**config.mk**
```make
export PLATFORM = sky130hd
export DESIGN_NAME = mux2_arbiter
export DESIGN_NICKNAME = d
export VERILOG_FILES = /design/src/rtl/mux2_arbiter_pkg.sv /design/src/rtl/mux2_arbiter_mux2_w.sv /design/src/rtl/mux2_arbiter.sv
export SDC_FILE = /design/constraint.sdc
export NUM_CORES = 1
export LEC_CHECK = 0
export CAP_MARGIN = 40
export CELL_PAD_IN_SITES_DETAIL_PLACEMENT = 1
export CELL_PAD_IN_SITES_GLOBAL_PLACEMENT = 1
export CORE_UTILIZATION = 37
export CTS_BUF_LIST = sky130_fd_sc_hd__clkbuf_4 sky130_fd_sc_hd__clkbuf_8 sky130_fd_sc_hd__clkbuf_16
export DETAILED_ROUTE_END_ITERATION = 8
export GPL_TIMING_DRIVEN = 0
export PLACE_DENSITY_LB_ADDON = 0.1
export RECOVER_POWER = 100
export SYNTH_ARGS = -nofsm -noshare
export SYNTH_HDL_FRONTEND = slang
export SYNTH_HIERARCHICAL = 1
export SYNTH_SLANG_ARGS = --single-unit
```
**constraint.sdc**
```tcl
create_clock -name sys_clk -period 2.7 [get_ports sys_clk]
set_clock_uncertainty 0.05 [all_clocks]
set_input_delay 0.54 -clock sys_clk [delete_from_list [all_inputs] [get_ports sys_clk]]
set_output_delay 0.54 -clock sys_clk [all_outputs]
set_load 0.05 [all_outputs]
```
**src/rtl/mux2_arbiter_pkg.sv**
```systemverilog
// Shared definitions for the two-requester round-robin arbiter and its selector.
package mux2_arbiter_pkg;

  // Arbiter state; the grant outputs are one-hot decodes of the two grant states.
  typedef enum logic [1:0] {
    ST_IDLE = 2'd0,
    ST_GNT0 = 2'd1,
    ST_GNT1 = 2'd2
  } arb_state_t;

  // Selector control encodings.
  localparam logic SEL_IN0 = 1'b0;
  localparam logic SEL_IN1 = 1'b1;

  // Requester index owning a grant state (IDLE maps to requester 0, only used for sel/last hold).
  function automatic logic owner_of(input arb_state_t st);
    logic owner;
    owner = (st == ST_GNT1) ? SEL_IN1 : SEL_IN0;
    return owner;
  endfunction

endpackage

```
**src/rtl/mux2_arbiter_mux2_w.sv**
```systemverilog
// Parameterised DATA_W-wide 2:1 combinational selector.
module mux2_w #(
  parameter int DATA_W = 8
) (
  input  logic              sel,
  input  logic [DATA_W-1:0] in0,
  input  logic [DATA_W-1:0] in1,
  output logic [DATA_W-1:0] out
);

  // Pure select: 0 picks in0, 1 picks in1.
  always_comb begin
    out = {DATA_W{1'b0}};
    if (sel) begin
      out = in1;
    end else begin
      out = in0;
    end
  end

endmodule

```
**src/rtl/mux2_arbiter.sv**
```systemverilog
// Round-robin arbiter for a shared 2:1 data path: registered grants and sel,
// tenure cap under contention, and a registered output word with valid flag.
module mux2_arbiter
  import mux2_arbiter_pkg::*;
#(
  parameter int DATA_W   = 8,
  parameter int MAX_HOLD = 4
) (
  input  logic              sys_clk,
  input  logic              sys_rst_n,
  input  logic              req0,
  input  logic              req1,
  input  logic [DATA_W-1:0] in_data0,
  input  logic [DATA_W-1:0] in_data1,
  output logic              gnt0,
  output logic              gnt1,
  output logic              sel,
  output logic [DATA_W-1:0] out_data,
  output logic              out_valid
);

  localparam int HOLD_W = (MAX_HOLD > 1) ? $clog2(MAX_HOLD) : 1;
  localparam logic [HOLD_W-1:0] HOLD_LAST = HOLD_W'(MAX_HOLD - 1);

  arb_state_t        state;
  arb_state_t        next_state;
  logic [HOLD_W-1:0] hold_cnt;
  logic [HOLD_W-1:0] next_hold;
  logic              last_gnt;
  logic              next_last;
  logic              next_sel;
  logic              next_valid;
  logic              entering;
  logic [DATA_W-1:0] mux_out;

  mux2_w #(.DATA_W(DATA_W)) u_mux (
    .sel (sel),
    .in0 (in_data0),
    .in1 (in_data1),
    .out (mux_out)
  );

  // Next-state: round-robin tie break from IDLE, handoff without bubble, tenure preemption.
  always_comb begin
    next_state = state;
    case (state)
      ST_IDLE: begin
        if (req0 && req1) begin
          next_state = last_gnt ? ST_GNT0 : ST_GNT1;
        end else if (req0) begin
          next_state = ST_GNT0;
        end else if (req1) begin
          next_state = ST_GNT1;
        end else begin
          next_state = ST_IDLE;
        end
      end
      ST_GNT0: begin
        if (!req0) begin
          next_state = req1 ? ST_GNT1 : ST_IDLE;
        end else if (req1 && (hold_cnt == HOLD_LAST)) begin
          next_state = ST_GNT1;
        end else begin
          next_state = ST_GNT0;
        end
      end
      ST_GNT1: begin
        if (!req1) begin
          next_state = req0 ? ST_GNT0 : ST_IDLE;
        end else if (req0 && (hold_cnt == HOLD_LAST)) begin
          next_state = ST_GNT0;
        end else begin
          next_state = ST_GNT1;
        end
      end
      default: begin
        next_state = ST_IDLE;
      end
    endcase
  end

  // Companion next values: tenure counter, round-robin memory, sel and output valid.
  always_comb begin
    entering   = (next_state != state) && (next_state != ST_IDLE);
    next_hold  = {HOLD_W{1'b0}};
    next_last  = last_gnt;
    next_sel   = sel;
    next_valid = (gnt0 && req0) || (gnt1 && req1);
    if (next_state == ST_IDLE) begin
      // sel and last_gnt keep their values while nobody owns the path.
      next_hold = {HOLD_W{1'b0}};
    end else if (entering) begin
      next_hold = {HOLD_W{1'b0}};
      next_last = owner_of(next_state);
      next_sel  = owner_of(next_state);
    end else if (hold_cnt == HOLD_LAST) begin
      next_hold = hold_cnt;
    end else begin
      next_hold = hold_cnt + HOLD_W'(1);
    end
  end

  // State, grant, sel and tenure registers; reset leaves requester 0 winning the first tie.
  always_ff @(posedge sys_clk or negedge sys_rst_n) begin
    if (!sys_rst_n) begin
      state    <= ST_IDLE;
      hold_cnt <= {HOLD_W{1'b0}};
      last_gnt <= 1'b1;
      gnt0     <= 1'b0;
      gnt1     <= 1'b0;
      sel      <= SEL_IN0;
    end else begin
      state    <= next_state;
      hold_cnt <= next_hold;
      last_gnt <= next_last;
      gnt0     <= (next_state == ST_GNT0);
      gnt1     <= (next_state == ST_GNT1);
      sel      <= next_sel;
    end
  end

  // Output word register: captures only words from an owner still requesting, otherwise holds.
  always_ff @(posedge sys_clk or negedge sys_rst_n) begin
    if (!sys_rst_n) begin
      out_data  <= {DATA_W{1'b0}};
      out_valid <= 1'b0;
    end else begin
      out_valid <= next_valid;
      if (next_valid) begin
        out_data <= mux_out;
      end else begin
        out_data <= out_data;
      end
    end
  end

endmodule

```
# [Word-level counts from Yosys, hierarchy flattened]
# Cells that the tools add are included.
[word_totals] reg_bits=17 inputBits=20 word_cells=43
[classes] add_sub_neg=1 n_eq_ne=7 n_mux=15 n_bitwise=1 reduce_logical=11
[ops] op="2-bit 2-to-1 mux" count=11
[ops] op="8-bit 2-to-1 mux" count=1
[ops] op="2-bit == test (second input constant)" count=3
[ops] op="1-bit logical AND" count=6
[ops] op="2-bit one-hot mux with 3 select lines" count=1
[ops] op="2-bit by 1-bit == test with 1-bit output (second input constant)" count=2
[ops] op="2-bit logical NOT" count=2
[ops] op="3-bit by 2-bit inequality test with 1-bit output (second input constant)" count=1
[ops] op="2-bit by 1-bit adder with 2-bit output (second input constant)" count=1
[ops] op="1-bit 2-to-1 mux" count=2
[ops] op="2-bit inequality test" count=1
[ops] op="2-bit AND reduction" count=1
[ops] op="2-bit nonzero test" count=1
[ops] op="1-bit logical OR" count=1
[ops] op="1-bit NOT" count=1

# [Logic depth before layout (Yosys ltp)]
# Gate-level depths: netlist (run 1).
[depth] ltp_word=9 depth_mapped=5 ltp_nobuf=4

# [Cells and area by module]
# The synthesis (run 1) kept the hierarchy.
[modules_own_cells] module="mux2_arbiter" n_inst=1 cells_per_inst=68 area_per_inst_um2=814.5 seq_area_each_um2=426.7
[modules_own_cells] module="mux2_w" n_inst=1 cells_per_inst=9 area_per_inst_um2=131.4 seq_area_each_um2=0.0

# [Least setup slack after synthesis (run 1)]
# OpenSTA, ideal clock, no wires.
[synth_path] path_kind="reg2reg" startpoint="register sel" endpoint="register out_data[0]" setup_time_ns=0.125 arrival_time_ns=1.411 t_required_ns=2.525 path_slack_ns=1.114 path_stages_with_launch=4 period_less_slack_ns=1.586 cell_sequence="dfrtp_1 buf_6 mux2_4 mux2_2"
[synth_between] elab_chain_len=1
[synth_rtl] element="from (decl)" line="mux2_arbiter.sv:17" rtl="output logic sel,"
[synth_rtl] element="from (signal assigned)" line="mux2_arbiter.sv:118" rtl="sel <= next_sel;"
[synth_rtl] element="8-bit 2-to-1 mux" line="mux2_arbiter_mux2_w.sv:14" rtl="if (sel) begin"
[synth_rtl] element="via mux_out[0]" line="mux2_arbiter.sv:34" rtl="logic [DATA_W-1:0] mux_out;"
[synth_rtl] element="to (signal assigned)" line="mux2_arbiter.sv:125" rtl="out_data <= {DATA_W{1'b0}};"
[synth_rtl] element="to (signal assigned)" line="mux2_arbiter.sv:130" rtl="out_data <= mux_out;"
[synth_rtl] element="to (signal assigned)" line="mux2_arbiter.sv:132" rtl="out_data <= out_data;"
[synth_rtl] element="to (decl)" line="mux2_arbiter.sv:18" rtl="output logic [DATA_W-1:0] out_data,"
# The timed path passes the listed nets, and every way through them passes these cells.
# A chain may end at the register's enable or synchronous reset.

# [Final worst setup path (run 1)]
[layout_path] startpoint="register sel" endpoint="output sel"
# No word-level cell between the ends.

==> summary.json, run 1 <==
{
  "ys_top_cells_by_area": {"value": "sky130_fd_sc_hd__dfrtp_1 42%, sky130_fd_sc_hd__mux2_4 13%, sky130_fd_sc_hd__mux2_2 9.5%"},
  "transition_time_of_the_tightest_slew_check_pin": {"value": 0.918, "unit": "ns"},
  "cts_root_buf": {"value": "sky130_fd_sc_hd__clkbuf_4"},
  "placement_rows": {"value": 17},
  "syn-cell-area": {"value": 946, "unit": "µm²"},
  "grt_setup_unrepaired": {"value": "false"},
  "grt-ovfl-total": {"value": 0},
  "cts_resized": {"value": 0},
  "finalMaxSlewViolations": {"value": 0},
  "max_stage_delay": {"value": 0.89, "unit": "ns"},
  "share_comb_of_total_power": {"value": 53.9, "unit": "%"},
  "drt_wl_total": {"value": 2080, "unit": "µm"},
  "pin_count": {"value": 32},
  "ff_to_ff_setup_slack": {"value": 0.99, "unit": "ns"},
  "synth-async-reset-ratio": {"value": 100, "unit": "%"},
  "first_global_vias": {"value": 766},
  "synth-main-ff-cell": {"value": "sky130_fd_sc_hd__dfrtp_1"},
  "worst_setup_path_end_kind": {"value": "output pin"},
  "cpLargestDelayFamily": {"value": "buffers and inverters"},
  "vdd_drop_max": {"value": 0.000486, "unit": "V"},
  "finalSetupTns": {"value": 0, "unit": "ns"},
  "cts.path.max_buffers": {"value": 2},
  "crit_slowest_cell": {"value": "sky130_fd_sc_hd__dlygate4sd3_1"},
  "status": {"value": "completed"},
  "die_x": {"value": 52.6, "unit": "µm"},
  "dp_hpwl": {"value": 1630, "unit": "µm"},
  "drt-wirelength-per-cell": {"value": 15.0, "unit": "µm"},
  "fin_ws": {"value": 0.516, "unit": "ns"},
  "post-route-util": {"value": 55.4, "unit": "%"},
  "place_worst_setup_slack": {"value": 0.894, "unit": "ns"},
  "drt_first_pass_iters": {"value": 2},
  "max_cap_viol_count": {"value": 0},
  "cts_sink_cnt": {"value": 17},
  "die_height": {"value": 52.6, "unit": "µm"},
  "tritoncts_clock_tree": {"value": "done"},
  "netSwitchingFraction": {"value": 44.2, "unit": "%"},
  "routed_via_density": {"value": 5.28},
  "startpoint_type": {"value": "flop"},
  "area_growth": {"value": 35.7, "unit": "%"},
  "path_class": {"value": "reg2out"},
  "synth_seq_area_share": {"value": 45.1, "unit": "%"},
  "clock_power_share": {"value": 11.9, "unit": "%"},
  "sum_of_buffers_and_inverters_on_the_critical_path": {"value": 1},
  "final_min_period_over_clock_period": {"value": 80.9, "unit": "%"},
  "pwr-share-seq": {"value": 34.1, "unit": "%"},
  "floorplan.initialDensity": {"value": 40.8, "unit": "%"},
  "placement.io_buffers": {"value": 29},
  "core_area": {"value": 2320, "unit": "µm²"},
  "clkSlewWorstSetupHoldPaths": {"value": 0.10, "unit": "ns"},
  "final_nets": {"value": 132},
  "post_synthesis_net_count": {"value": 98},
  "maxSlewHeadroom": {"value": 38.8, "unit": "%"},
  "p_int": {"value": 0.640, "unit": "mW"},
  "yosysTopAreaCellShare": {"value": 42.3, "unit": "%"},
  "synthesis.yosys.warnings": {"value": 6},
  "cts_htree_levels": {"value": 1},
  "synth-edff-count": {"value": 0},
  "finalHoldWorstSlack": {"value": 0.382, "unit": "ns"},
  "drt-initial-drc-count": {"value": 4},
  "synth.ff_latch_count": {"value": 17},
  "timing_hold_violations_final": {"value": 0},
  "cts.hold.buffers_added": {"value": 0},
  "antenna_violations_before_repair": {"value": 0},
  "global_route_wire_length_before_repair": {"value": 3560, "unit": "µm"},
  "final_setup_violation_count": {"value": 0},
  "netSwitchingPower": {"value": 0.508, "unit": "mW"},
  "post-route-drc-count": {"value": 0},
  "worst-endpoint-required": {"value": 2.11, "unit": "ns"},
  "ordered_cell_list_for_the_critical_path": {"value": "dlygate4sd3_1"},
  "post-synth-top-area-cell": {"value": "sky130_fd_sc_hd__dfrtp_1"},
  "antennaDiodeCount": {"value": 0},
  "routed-via-count": {"value": 728},
  "total_track_usage": {"value": 18.1, "unit": "%"},
  "final.min_clock_period": {"value": 2.18, "unit": "ns"},
  "critPathMaxFanout": {"value": 4},
  "power.density_cell_area": {"value": 894, "unit": "nW/µm²"},
  "clock.fmax": {"value": 458, "unit": "MHz"},
  "post_cts_buffers": {"value": 0},
  "pin_count_of_the_biggest_net_entering_global_routing": {"value": 18},
  "synthesis.instances": {"value": 77},
  "nFillCells": {"value": 255},
  "worstSkewPairLatency": {"value": 0.29, "unit": "ns"},
  "mean_syn_cell_area": {"value": 12.3, "unit": "µm²"},
  "synth.distinct_cells": {"value": 26},
  "min_path_type": {"value": "in2reg"},
  "gp_congestion": {"value": 0.796},
  "cellLeakagePower": {"value": 0.567, "unit": "nW"},
  "critical_path_arrival": {"value": 1.59, "unit": "ns"},
  "ant_nets": {"value": 0},
  "tritoncts.num_buffers": {"value": 3},
  "die_area": {"value": 2760, "unit": "µm²"},
  "drive_gt1_share": {"value": 22.7, "unit": "%"}
}
## registers in the layout, indices dropped and copies added, names as in the netlist
name and cells:
sel 1, out_data 8, state 2, hold_cnt 2, gnt1 1, gnt0 1
last_gnt 1, out_valid 1
## through the flow
stage          instance area, µm²  instances  total power, mW
2_1_floorplan                 946         77            0.838
3_3_place_gp                 1270        134             1.03
3_5_place_dp                 1270        134             1.05
4_1_cts                      1300        138             1.20
5_1_grt                      1280        138             1.22
6_report                     1280        138             1.15
## kinds of logic after synthesis
| family | Yosys count | share of synthesized area (%) |
|---|---|---|
| buffers and inverters | 9 | 6.22 |
| AO/OA/AOI/OAI | 18 | 14.3 |
| XOR/XNOR | 1 | 0.926 |
| multiplexers | 18 | 24.3 |
| adder cells (fa/ha/maj) | 1 | 1.32 |
| flip-flops | 17 | 45.1 |
| AND/OR/NAND/NOR | 13 | 7.80 |
## cells in the mapped netlist, types with 2 or more instances
cell type / number
sky130_fd_sc_hd__buf_6: 3
sky130_fd_sc_hd__a21oi_1: 3
sky130_fd_sc_hd__dfrtp_1: 16
sky130_fd_sc_hd__mux2_2: 8
sky130_fd_sc_hd__nand2b_1: 4
sky130_fd_sc_hd__o211ai_1: 4
sky130_fd_sc_hd__a31oi_1: 4
sky130_fd_sc_hd__inv_1: 4
sky130_fd_sc_hd__mux2_4: 8
sky130_fd_sc_hd__nand3b_1: 3
sky130_fd_sc_hd__mux2i_1: 2
sky130_fd_sc_hd__nand2_1: 3
sky130_fd_sc_hd__buf_2: 2
## power groups by stage
| stage | Sequential (mW) | Clock (mW) | Combinational, mW |
|---|---|---|---|
| after floorplan | 0.624 | 0 | 0.214 |
| after CTS | 0.398 | 0.145 | 0.654 |
| after global routing | 0.406 | 0.156 | 0.659 |
| after detailed placement | 0.402 | 0 | 0.653 |
| after global placement | 0.395 | 0 | 0.637 |
| final | 0.392 | 0.137 | 0.619 |
## worst paths after layout
path / startpoint / cells after the start / to
max: sel / 1 / sel
min: req0 / 2 / last_gnt
max reg2reg: gnt0 / 2 / out_data[7]
min reg2reg: out_data[6] / 1 / out_data[6]
max in group asynchronous: sys_rst_n / 1 / out_data[4]
min in group asynchronous: sys_rst_n / 1 / sel
## area by class of cell
type / count / area (µm²) / area share, %
tap: 28 / 35.0 / 2.73
buffer: 5 / 42.5 / 3.31
clock inverter: 1 / 5.00 / 0.390
inverter: 4 / 15.0 / 1.17
timing repair buffer: 29 / 290 / 22.6
clock buffer: 3 / 22.5 / 1.75
sequential: 17 / 427 / 33.2
multi-input combinational: 51 / 447 / 34.8
## metal layers
layer  part of all wire, %  track usage [%]
met1                    43             21.8
met2                    53             31.6
met3                   3.7             3.48
met4                  0.63             6.58
met5                     0                0
## cells in the final DEF (no fill, tap or decap), types with 4 or more instances in the layout
cell type                          n
sky130_fd_sc_hd__inv_1             4
sky130_fd_sc_hd__a31oi_1           4
sky130_fd_sc_hd__o211ai_1          4
sky130_fd_sc_hd__dlygate4sd3_1    13
sky130_fd_sc_hd__clkdlybuf4s50_1  16
sky130_fd_sc_hd__dfrtp_1          16
sky130_fd_sc_hd__mux2_4            8
sky130_fd_sc_hd__nand2b_1          4
sky130_fd_sc_hd__mux2_2            8
(Power assumes the default switching activity.)
==> inputs of run 2 (changes only) <==
Settings changed: CORE_UTILIZATION 37 to 31.
Clock period 2.7 ns to 2 ns, I/O delays scaled along.
==> run 2 against run 1 <==
The flow now finishes with violations (DRC). Worst hold slack worse by 0.14 ns. Flip-flop and latch count is the same. Clock power increased by 38%. First-iteration DRC count grew to 2.5 times the previous value. Utilization fell by 11 points. Global-route usage decreased by 4.3 points. Total power rose by 36%. Combinational power increased by 37%. Final cell count increased by 2.2%. Routed wire length decreased by 2.2%. Critical path depth unchanged. Largest cell class unchanged. Highest routed layer unchanged.
==> summary.json, run 2 (synthesis results as in run 1) <==
{
  "fin_ws": {"value": 0.0810, "unit": "ns"},
  "drt-initial-drc-count": {"value": 10},
  "transition_time_of_the_tightest_slew_check_pin": {"value": 0.966, "unit": "ns"},
  "die_height": {"value": 57.2, "unit": "µm"},
  "worst_setup_path_end_kind": {"value": "output pin"},
  "post-route-drc-count": {"value": 6},
  "grt-ovfl-total": {"value": 0},
  "cellLeakagePower": {"value": 0.553, "unit": "nW"},
  "final_common_cell": {"value": "sky130_fd_sc_hd__clkdlybuf4s50_1"},
  "drive_gt1_share": {"value": 22.7, "unit": "%"},
  "finalSetupTns": {"value": 0, "unit": "ns"},
  "critPathMaxFanout": {"value": 2},
  "routed_via_density": {"value": 5.04},
  "timing_hold_violations_final": {"value": 0},
  "clkSlewWorstSetupHoldPaths": {"value": 0.11, "unit": "ns"},
  "largest_reg_flops": {"value": 8},
  "power.density_cell_area": {"value": 1230, "unit": "nW/µm²"},
  "final_setup_violation_count": {"value": 0},
  "drt_wl_total": {"value": 2030, "unit": "µm"},
  "grt_setup_unrepaired": {"value": "false"},
  "maxSlewHeadroom": {"value": 35.6, "unit": "%"},
  "placement_rows": {"value": 19},
  "min_path_type": {"value": "in2reg"},
  "first_global_vias": {"value": 802},
  "biggestRegsByFlops": {"value": "out_data: 8 flops, hold_cnt: 2 flops, state: 2 flops"},
  "startpoint_type": {"value": "flop"},
  "drt_first_pass_iters": {"value": 6},
  "worst-endpoint-required": {"value": 1.55, "unit": "ns"},
  "cts_htree_levels": {"value": 1},
  "core_area": {"value": 2830, "unit": "µm²"},
  "area_growth": {"value": 34.1, "unit": "%"},
  "pin_count": {"value": 32},
  "place_worst_setup_slack": {"value": 0.351, "unit": "ns"},
  "global_route_wire_length_before_repair": {"value": 3470, "unit": "µm"},
  "status": {"value": "finished with violations"},
  "ordered_cell_list_for_the_critical_path": {"value": "clkdlybuf4s50_1"},
  "routed-via-count": {"value": 711},
  "final_nets": {"value": 132},
  "antennaDiodeCount": {"value": 0},
  "vdd_drop_max": {"value": 0.000380, "unit": "V"},
  "critical_path_arrival": {"value": 1.47, "unit": "ns"},
  "worstSkewPairLatency": {"value": 0.29, "unit": "ns"},
  "final.min_clock_period": {"value": 1.92, "unit": "ns"},
  "post_cts_buffers": {"value": 0},
  "max_cap_viol_count": {"value": 0},
  "cpLargestDelayFamily": {"value": "buffers and inverters"},
  "gp_congestion": {"value": 0.752},
  "failed_checks": {"value": "DRC"},
  "die_x": {"value": 57.2, "unit": "µm"},
  "finish.instance_area": {"value": 1270, "unit": "µm²"},
  "tritoncts.num_buffers": {"value": 3},
  "tritoncts_clock_tree": {"value": "done"},
  "floorplan.initialDensity": {"value": 33.4, "unit": "%"},
  "path_class": {"value": "reg2out"},
  "finalMaxSlewViolations": {"value": 0},
  "total_track_usage": {"value": 13.9, "unit": "%"},
  "pin_count_of_the_biggest_net_entering_global_routing": {"value": 18},
  "ant_nets": {"value": 0},
  "sum_of_buffers_and_inverters_on_the_critical_path": {"value": 1},
  "placement.io_buffers": {"value": 29},
  "clock.fmax": {"value": 521, "unit": "MHz"},
  "drt-wirelength-per-cell": {"value": 14.4, "unit": "µm"},
  "antenna_violations_before_repair": {"value": 0},
  "placed_area": {"value": 1270, "unit": "µm²"},
  "crit_slowest_cell": {"value": "sky130_fd_sc_hd__clkdlybuf4s50_1"},
  "cts_root_buf": {"value": "sky130_fd_sc_hd__clkbuf_4"},
  "die_area": {"value": 3280, "unit": "µm²"},
  "final_min_period_over_clock_period": {"value": 96.0, "unit": "%"},
  "dp_hpwl": {"value": 1510, "unit": "µm"},
  "max_stage_delay": {"value": 0.81, "unit": "ns"},
  "cts_sink_cnt": {"value": 17},
  "max_flop_register": {"value": "out_data"},
  "cts_resized": {"value": 0},
  "layout.cells.most_common_list": {"value": "25 x sky130_fd_sc_hd__clkdlybuf4s50_1, 16 x sky130_fd_sc_hd__dfrtp_1, 8 x sky130_fd_sc_hd__mux2_2, 8 x sky130_fd_sc_hd__mux2_4"},
  "cts.hold.buffers_added": {"value": 0},
  "cts.path.max_buffers": {"value": 2}
}
[run 2: cell types whose count changed in the layout (fill, tap and decap cells not counted)]
cell,before,now
sky130_fd_sc_hd__clkdlybuf4s50_1,16,25
sky130_fd_sc_hd__clkbuf_1,1,4
sky130_fd_sc_hd__dlygate4sd3_1,13,1
[run 2: per-layer routing]
layer | GRT usage [%] | vias up | part of all wire, %
met2 | 26.2 | 22 | 51
met1 | 14.6 | 344 | 41
met4 | 2.09 | 0 | 0.84
li1 | - | 343 | -
met5 | 0 | - | 0
met3 | 5.67 | 2 | 6.9
[run 2: layout make-up]
type,count,area [µm²]
Multi-Input combinational cell,51,447
Tap cell,31,38.8
Sequential cell,17,427
Clock inverter,1,5.00
Buffer,5,42.5
Inverter,4,15.0
Clock buffer,3,22.5
Fill cell,323,1560
Timing Repair Buffer,29,272
[run 2: path summary, 6_finish.rpt]
| path | start | to | slack [ns] | depth (start not counted) |
|---|---|---|---|---|
| max | out_data[0] | out_data[0] | 0.08 | 1 |
| min | req0 | last_gnt | 0.24 | 2 |
| max reg2reg | gnt0 | out_data[1] | 0.25 | 2 |
| min reg2reg | out_data[3] | out_data[3] | 0.46 | 1 |
| max in group asynchronous | sys_rst_n | out_data[4] | 0.83 | 1 |
| min in group asynchronous | sys_rst_n | sel | 0.57 | 1 |
[run 2: report_power, final]
part	internal, mW	leakage, nW	switching (mW)
logic	0.350	0.332	0.499
clock network	0.0744	0.0177	0.115
registers	0.457	0.203	0.0678
total	0.881	0.553	0.681
[run 2: per-stage QoR]
step                instances  util, %  hold slack (ns)  power, mW
finish                    141     44.8            0.240       1.56
global route              141     44.8            0.246       1.65
CTS                       141     46.0            0.260       1.60
detailed placement        137     45.1            0.443       1.41
global placement          137     45.1            0.436       1.39
floorplan                  77        -           0.0544       1.13
